==> src/rtl/rfft_unload.sv <==
// rfft_unload: streams the 256 RFFT results out in natural bin order.
// The core stores bin n at bank bitrev8(n)[7:6], address bitrev8(n)[5:0].
// This block reads the four banks in bitrev order and tags each read with its bank and bin index.
// Each returned word goes into a small show-ahead FIFO, and the FIFO absorbs sink backpressure.
// Reads are credit-limited so that the FIFO cannot overflow.
//
// Ports
//   Clk, Reset_n          clock, synchronous active-low reset
//   start                 1-cycle launch pulse; ignored while busy
//   busy                  high from the cycle after an accepted start through done
//   rd_en, rd_addr        read strobe and address shared by all four banks
//   ram_dout0..3          bank read data, valid RD_LAT cycles after rd_en
//   out_valid, out_ready  valid/ready handshake on the result stream
//   out_data, out_index   result word and its natural-order bin index
//   out_last              marks bin 255
//   done                  1-cycle pulse after the bin-255 transfer
module rfft_unload #(
  parameter int unsigned WIDTH      = 32,
  parameter int unsigned RD_LAT     = 1,
  parameter int unsigned FIFO_DEPTH = 4
) (
  input  logic             Clk,
  input  logic             Reset_n,
  input  logic             start,
  output logic             busy,
  output logic             rd_en,
  output logic [5:0]       rd_addr,
  input  logic [WIDTH-1:0] ram_dout0,
  input  logic [WIDTH-1:0] ram_dout1,
  input  logic [WIDTH-1:0] ram_dout2,
  input  logic [WIDTH-1:0] ram_dout3,
  output logic             out_valid,
  input  logic             out_ready,
  output logic [WIDTH-1:0] out_data,
  output logic [7:0]       out_index,
  output logic             out_last,
  output logic             done
);

  localparam int unsigned PTR_W = $clog2(FIFO_DEPTH);
  localparam int unsigned CNT_W = $clog2(FIFO_DEPTH + 1);

  typedef enum logic [1:0] {S_IDLE, S_RUN, S_DRAIN, S_DONE} state_t;

  function automatic logic [7:0] bitrev8(input logic [7:0] v);
    logic [7:0] r;
    for (int i = 0; i < 8; i++) r[i] = v[7-i];
    return r;
  endfunction

  state_t           state;
  logic [7:0]       rd_cnt;
  logic [CNT_W-1:0] inflight;

  // Read-tracking pipe. Stage 0 lines up with rd_en, and stage RD_LAT lines up with ram_dout.
  logic             pipe_vld [RD_LAT+1];
  logic [1:0]       pipe_tag [RD_LAT+1];
  logic [7:0]       pipe_idx [RD_LAT+1];

  logic [WIDTH-1:0] fifo_data [FIFO_DEPTH];
  logic [7:0]       fifo_idx  [FIFO_DEPTH];
  logic [PTR_W-1:0] wr_ptr;
  logic [PTR_W-1:0] rd_ptr;
  logic [CNT_W-1:0] fifo_cnt;

  logic             issue_c;
  logic [7:0]       rd_idx_c;
  logic [7:0]       rd_rev_c;
  logic             push_c;
  logic             pop_c;
  logic             last_pop_c;
  logic [WIDTH-1:0] push_data_c;
  logic [CNT_W-1:0] fifo_cnt_nxt_c;

  // Issue and handshake decisions.
  // The start edge issues read 0 directly, so first data arrives after RD_LAT+1 edges.
  always_comb begin
    issue_c    = 1'b0;
    rd_idx_c   = 8'd0;
    if (state == S_IDLE) begin
      issue_c  = start;
    end else if (state == S_RUN) begin
      rd_idx_c = rd_cnt;
      issue_c  = (32'(inflight) + 32'(fifo_cnt)) < FIFO_DEPTH;
    end
    rd_rev_c   = bitrev8(rd_idx_c);
    push_c     = pipe_vld[RD_LAT];
    pop_c      = out_valid & out_ready;
    last_pop_c = pop_c && (out_index == 8'hFF);
  end

  // Select the returning bank by its tag.
  always_comb begin
    push_data_c = ram_dout0;
    case (pipe_tag[RD_LAT])
      2'd0:    push_data_c = ram_dout0;
      2'd1:    push_data_c = ram_dout1;
      2'd2:    push_data_c = ram_dout2;
      default: push_data_c = ram_dout3;
    endcase
  end

  // Next FIFO occupancy. A simultaneous push and pop leaves it unchanged.
  always_comb begin
    fifo_cnt_nxt_c = fifo_cnt;
    if (push_c && !pop_c)      fifo_cnt_nxt_c = fifo_cnt + CNT_W'(1);
    else if (!push_c && pop_c) fifo_cnt_nxt_c = fifo_cnt - CNT_W'(1);
  end

  // Sequencing FSM.
  // rd_cnt holds the index of the next read. Read 0 is issued on the start edge.
  always_ff @(posedge Clk) begin
    if (!Reset_n) begin
      state  <= S_IDLE;
      rd_cnt <= 8'd0;
      busy   <= 1'b0;
      done   <= 1'b0;
    end else begin
      done <= 1'b0;
      case (state)
        S_IDLE: begin
          if (start) begin
            state  <= S_RUN;
            rd_cnt <= 8'd1;
            busy   <= 1'b1;
          end
        end
        S_RUN: begin
          if (issue_c) begin
            rd_cnt <= rd_cnt + 8'd1;
            if (rd_cnt == 8'hFF) state <= S_DRAIN;
          end
        end
        S_DRAIN: begin
          if ((inflight == '0) && last_pop_c) begin
            state <= S_DONE;
            done  <= 1'b1;
          end
        end
        default: begin
          state <= S_IDLE;
          busy  <= 1'b0;
        end
      endcase
    end
  end

  // Read strobe, tag pipe, credit counter and output FIFO.
  always_ff @(posedge Clk) begin
    if (!Reset_n) begin
      rd_en     <= 1'b0;
      rd_addr   <= 6'd0;
      inflight  <= '0;
      wr_ptr    <= '0;
      rd_ptr    <= '0;
      fifo_cnt  <= '0;
      out_valid <= 1'b0;
      for (int unsigned k = 0; k <= RD_LAT; k++) begin
        pipe_vld[k] <= 1'b0;
        pipe_tag[k] <= 2'd0;
        pipe_idx[k] <= 8'd0;
      end
      for (int unsigned k = 0; k < FIFO_DEPTH; k++) begin
        fifo_data[k] <= '0;
        fifo_idx[k]  <= 8'd0;
      end
    end else begin
      rd_en <= issue_c;
      if (issue_c) rd_addr <= rd_rev_c[5:0];

      pipe_vld[0] <= issue_c;
      pipe_tag[0] <= rd_rev_c[7:6];
      pipe_idx[0] <= rd_idx_c;
      for (int unsigned k = 1; k <= RD_LAT; k++) begin
        pipe_vld[k] <= pipe_vld[k-1];
        pipe_tag[k] <= pipe_tag[k-1];
        pipe_idx[k] <= pipe_idx[k-1];
      end

      if (issue_c && !push_c)      inflight <= inflight + CNT_W'(1);
      else if (!issue_c && push_c) inflight <= inflight - CNT_W'(1);

      // Credit guarantees room, so the push needs no full check.
      if (push_c) begin
        fifo_data[wr_ptr] <= push_data_c;
        fifo_idx[wr_ptr]  <= pipe_idx[RD_LAT];
        wr_ptr            <= wr_ptr + PTR_W'(1);
      end
      if (pop_c) rd_ptr <= rd_ptr + PTR_W'(1);
      fifo_cnt  <= fifo_cnt_nxt_c;
      out_valid <= (fifo_cnt_nxt_c != '0);
    end
  end

  // Show-ahead head. The head only moves on a transfer, so it is stable while stalled.
  assign out_data  = fifo_data[rd_ptr];
  assign out_index = fifo_idx[rd_ptr];
  assign out_last  = out_valid && (out_index == 8'hFF);

endmodule

==> config.mk <==
export PLATFORM = sky130hd
export DESIGN_NAME = rfft_unload
export DESIGN_NICKNAME = d
export VERILOG_FILES = /design/src/rtl/rfft_unload.sv
export SDC_FILE = /design/constraint.sdc
export NUM_CORES = 1
export LEC_CHECK = 0
export CORE_MARGIN = 4
export CORE_UTILIZATION = 40
export DETAILED_ROUTE_END_ITERATION = 10
export GPL_TIMING_DRIVEN = 0
export HOLD_SLACK_MARGIN = 0.02
export PLACE_DENSITY_LB_ADDON = 0.12
export SLEW_MARGIN = 20
export SYNTH_ARGS = -nofsm -noshare
export SYNTH_HDL_FRONTEND = slang
export SYNTH_SLANG_ARGS = --single-unit
==> constraint.sdc <==
create_clock -name Clk -period 6.55 [get_ports Clk]
set_input_delay 1.31 -clock Clk [delete_from_list [all_inputs] [get_ports Clk]]
set_output_delay 1.31 -clock Clk [all_outputs]
set_load 0.02 [all_outputs]
==> results_dict.tcl <==
set metrics [dict create \
    drc 0 \
    power_density_nw_per_um2 285 \
    layout-drive-gt1-share 0.145 \
    viasPerCell 5.13 \
    grt_setup_unrepaired "no" \
    period_minus_slack_ns 4.14 \
    path_class "register to output pin" \
    cts_tree "built" \
    worst_slack_ns 2.41 \
    finalMaxSlewViolations 0 \
    yosysTopAreaCellShare 0.511 \
    dieArea_sq_um 26000 \
    start_util 0.410 \
    ys_types 46 \
    r2r_slack_ns 3.40 \
    vias 6167 \
    grt_max_degree 41 \
    coreArea_sq_um 22900 \
    wl_um 23500 \
    setup_viol 0 \
    track_usage 0.183 \
    gp_congestion 0.789 \
    status "finished clean" \
    tightest_slew_ns 1.04 \
    insertion_delay_ns 0.50 \
    synth_common_cells "160 x edfxtp_1, 120 x nor2_1, 72 x mux4_2" \
    crit_required_ns 5.24 \
    whs_ns 0.433 \
    antenna_cells 0 \
    cts.path.max_buffers 3 \
    h-tree-depth 1 \
    synth_area_per_cell_sq_um 14.1 \
    finalHoldViolations 0 \
    period_share 0.632 \
    yosys_most_used_dff "edfxtp_1" \
    ir_drop_mv 0.210 \
    dp_hpwl_um 16200 \
    slowest_delay_ns 0.59 \
    power.leakage_uw 0.00453 \
    rows 55 \
    end_kind "output pin" \
    path_cells "buf_2, buf_1, mux4_2, clkdlybuf4s50_1" \
    cp-endpoint "out_data[2]" \
    fillers 1931 \
    drt_iter0_drc 335 \
    arrival_ns 2.83 \
    synth_cells 667 \
    antenna_left 0 \
    ys_ff_latch 209 \
    grt_pass1_wl_um 37300 \
    maxCapViolations 0 \
    multiInputGateArea_sq_um 3300 \
    synth_fp_nets 811 \
    seq_area_frac_synth 0.615 \
    yosysTopAreaCell "edfxtp_1" \
    path_buf_inv 3 \
    reg2reg_depth 12 \
    grt_pass1_vias 6836 \
    crit_fanout 10 \
    netlist_area_sq_um 9410 \
    ys_top_cells_by_area "edfxtp_1 51%, mux4_2 17%, dfxtp_1 10%" \
    path_clk_slew_ns 0.06 \
    synth_warnings 0 \
    antenna_found_initial 0 \
    synthArstFlopShare 0 \
    fin_nets 1017 \
    synth_edf_count 160 \
    slew_headroom 0.304 \
    cpLargestDelayFamily "buffers and inverters" \
    io_pins 183 \
    port_buffers 182 \
    cts_resized 0 \
    start_kind "register" \
    post_cts_buffers 0 \
    cp_slowest_cell "buf_1" \
    fin_skew_ns 0.0124 \
    cts_sinks 209 \
    syn2layout_area_growth_pct 31.0 \
    root_buffer "clkbuf_16" \
    cp.depth 4 \
    wire_per_inst_um 19.6 \
    first_pass_iters 4 \
    tns_ns 0 \
    overflow 0 \
    hold_buffers 0 \
    cts_buffers 22 \
    die_x_um 161 \
    clock.fmax_mhz 242 \
    r2r-end "inflight[2]" \
    die_h_um 161 \
    place_ws_ns 2.46 \
    min-delay-path-class "register to register" \
    regArea_sq_um 5790 \
    synth_most_common_cell "edfxtp_1" \
    reg2reg_from "state[1]" \
]
## per-layer routing
| metal | vias up | global-route usage | wire length (um) |
|---|---|---|---|
| met3 | 23 | 0.0342 | 1320 |
| met5 | - | 0 | 0 |
| met2 | 183 | 0.325 | 12100 |
| met4 | 0 | 0.0415 | 340 |
| met1 | 3127 | 0.234 | 9820 |
| li1 | 2834 | - | - |
## state kept, by name, indices dropped and copies added (netlist names), named ones only
name	count
busy	1
state	2
rd_ptr	2
fifo_idx	32
fifo_cnt	3
rd_addr	6
inflight	3
pipe_idx	16
out_valid	1
fifo_data	128
pipe_vld	2
wr_ptr	2
done	1
rd_cnt	8
## worst register-to-register path: stages, from the launching register on
cell	delay, ns
dfxtp_1	0.34
inv_1	0.11
ha_1	0.33
nor4b_1	0.38
a31oi_1	0.25
inv_2	0.13
buf_2	0.21
ha_1	0.22
inv_1	0.06
fa_1	0.37
xor2_1	0.18
or3_1	0.32
a21oi_1	0.17
## worst min-delay path by stage
stage                      endpoint  depth (start not counted)           start  slack (ns)
floorplan           pipe_idx[0][10]                          1  pipe_idx[0][2]        0.41
global placement     pipe_idx[0][9]                          1  pipe_idx[0][1]        0.42
detailed placement   pipe_idx[0][9]                          1  pipe_idx[0][1]        0.42
CTS                  pipe_idx[0][9]                          1  pipe_idx[0][1]        0.44
global route        pipe_idx[0][11]                          1  pipe_idx[0][3]        0.45
finish              pipe_idx[0][10]                          1  pipe_idx[0][2]        0.43
## cell type report
class,count,share of cell area
flip-flops and latches,209,0.470
clock buffers,31,0.0516
inverters,43,0.0135
repair buffers,182,0.148
multi-input cells,374,0.268
plain buffers,41,0.0150
clock inverters,9,0.00294
well taps,313,0.0318
## logic make-up after synthesis
family          count (synthesis)  share of synthesized area
simple gates                  253                      0.127
flops                         209                      0.615
buf+inv                        84                     0.0374
mux                            75                      0.176
compound gates                 20                     0.0154
xor+xnor                       14                     0.0130
fa+ha+maj                      12                     0.0168
## power breakdown
group	switching, uW	internal [uW]	total (uW)
Sequential	49.1	1510	1560
Combinational	402	393	795
Clock	481	672	1150
Total	932	2580	3510
## cells in the final DEF, fill, tap and decap left out, drive strengths merged, types with 9 or more instances in the layout
| master | n |
|---|---|
| and2 | 40 |
| and3 | 15 |
| buf | 20 |
| clkbuf | 51 |
| clkdlybuf4s50 | 183 |
| clkinv | 9 |
| dfxtp | 49 |
| edfxtp | 160 |
| ha | 11 |
| inv | 43 |
| mux4 | 72 |
| nand2 | 50 |
| nor2 | 120 |
| xor2 | 11 |
## per-stage QoR
stage / total power [uW] / std cells / util / instance area (sq um)
2_1_floorplan: 2060 / 667 / - / 9410
3_3_place_gp: 2370 / 1162 / 0.507 / 11600
3_5_place_dp: 2390 / 1162 / 0.508 / 11600
4_1_cts: 3550 / 1202 / 0.538 / 12300
5_1_grt: 3670 / 1202 / 0.538 / 12300
6_report: 3510 / 1202 / 0.538 / 12300
(Power assumes the default switching activity.)
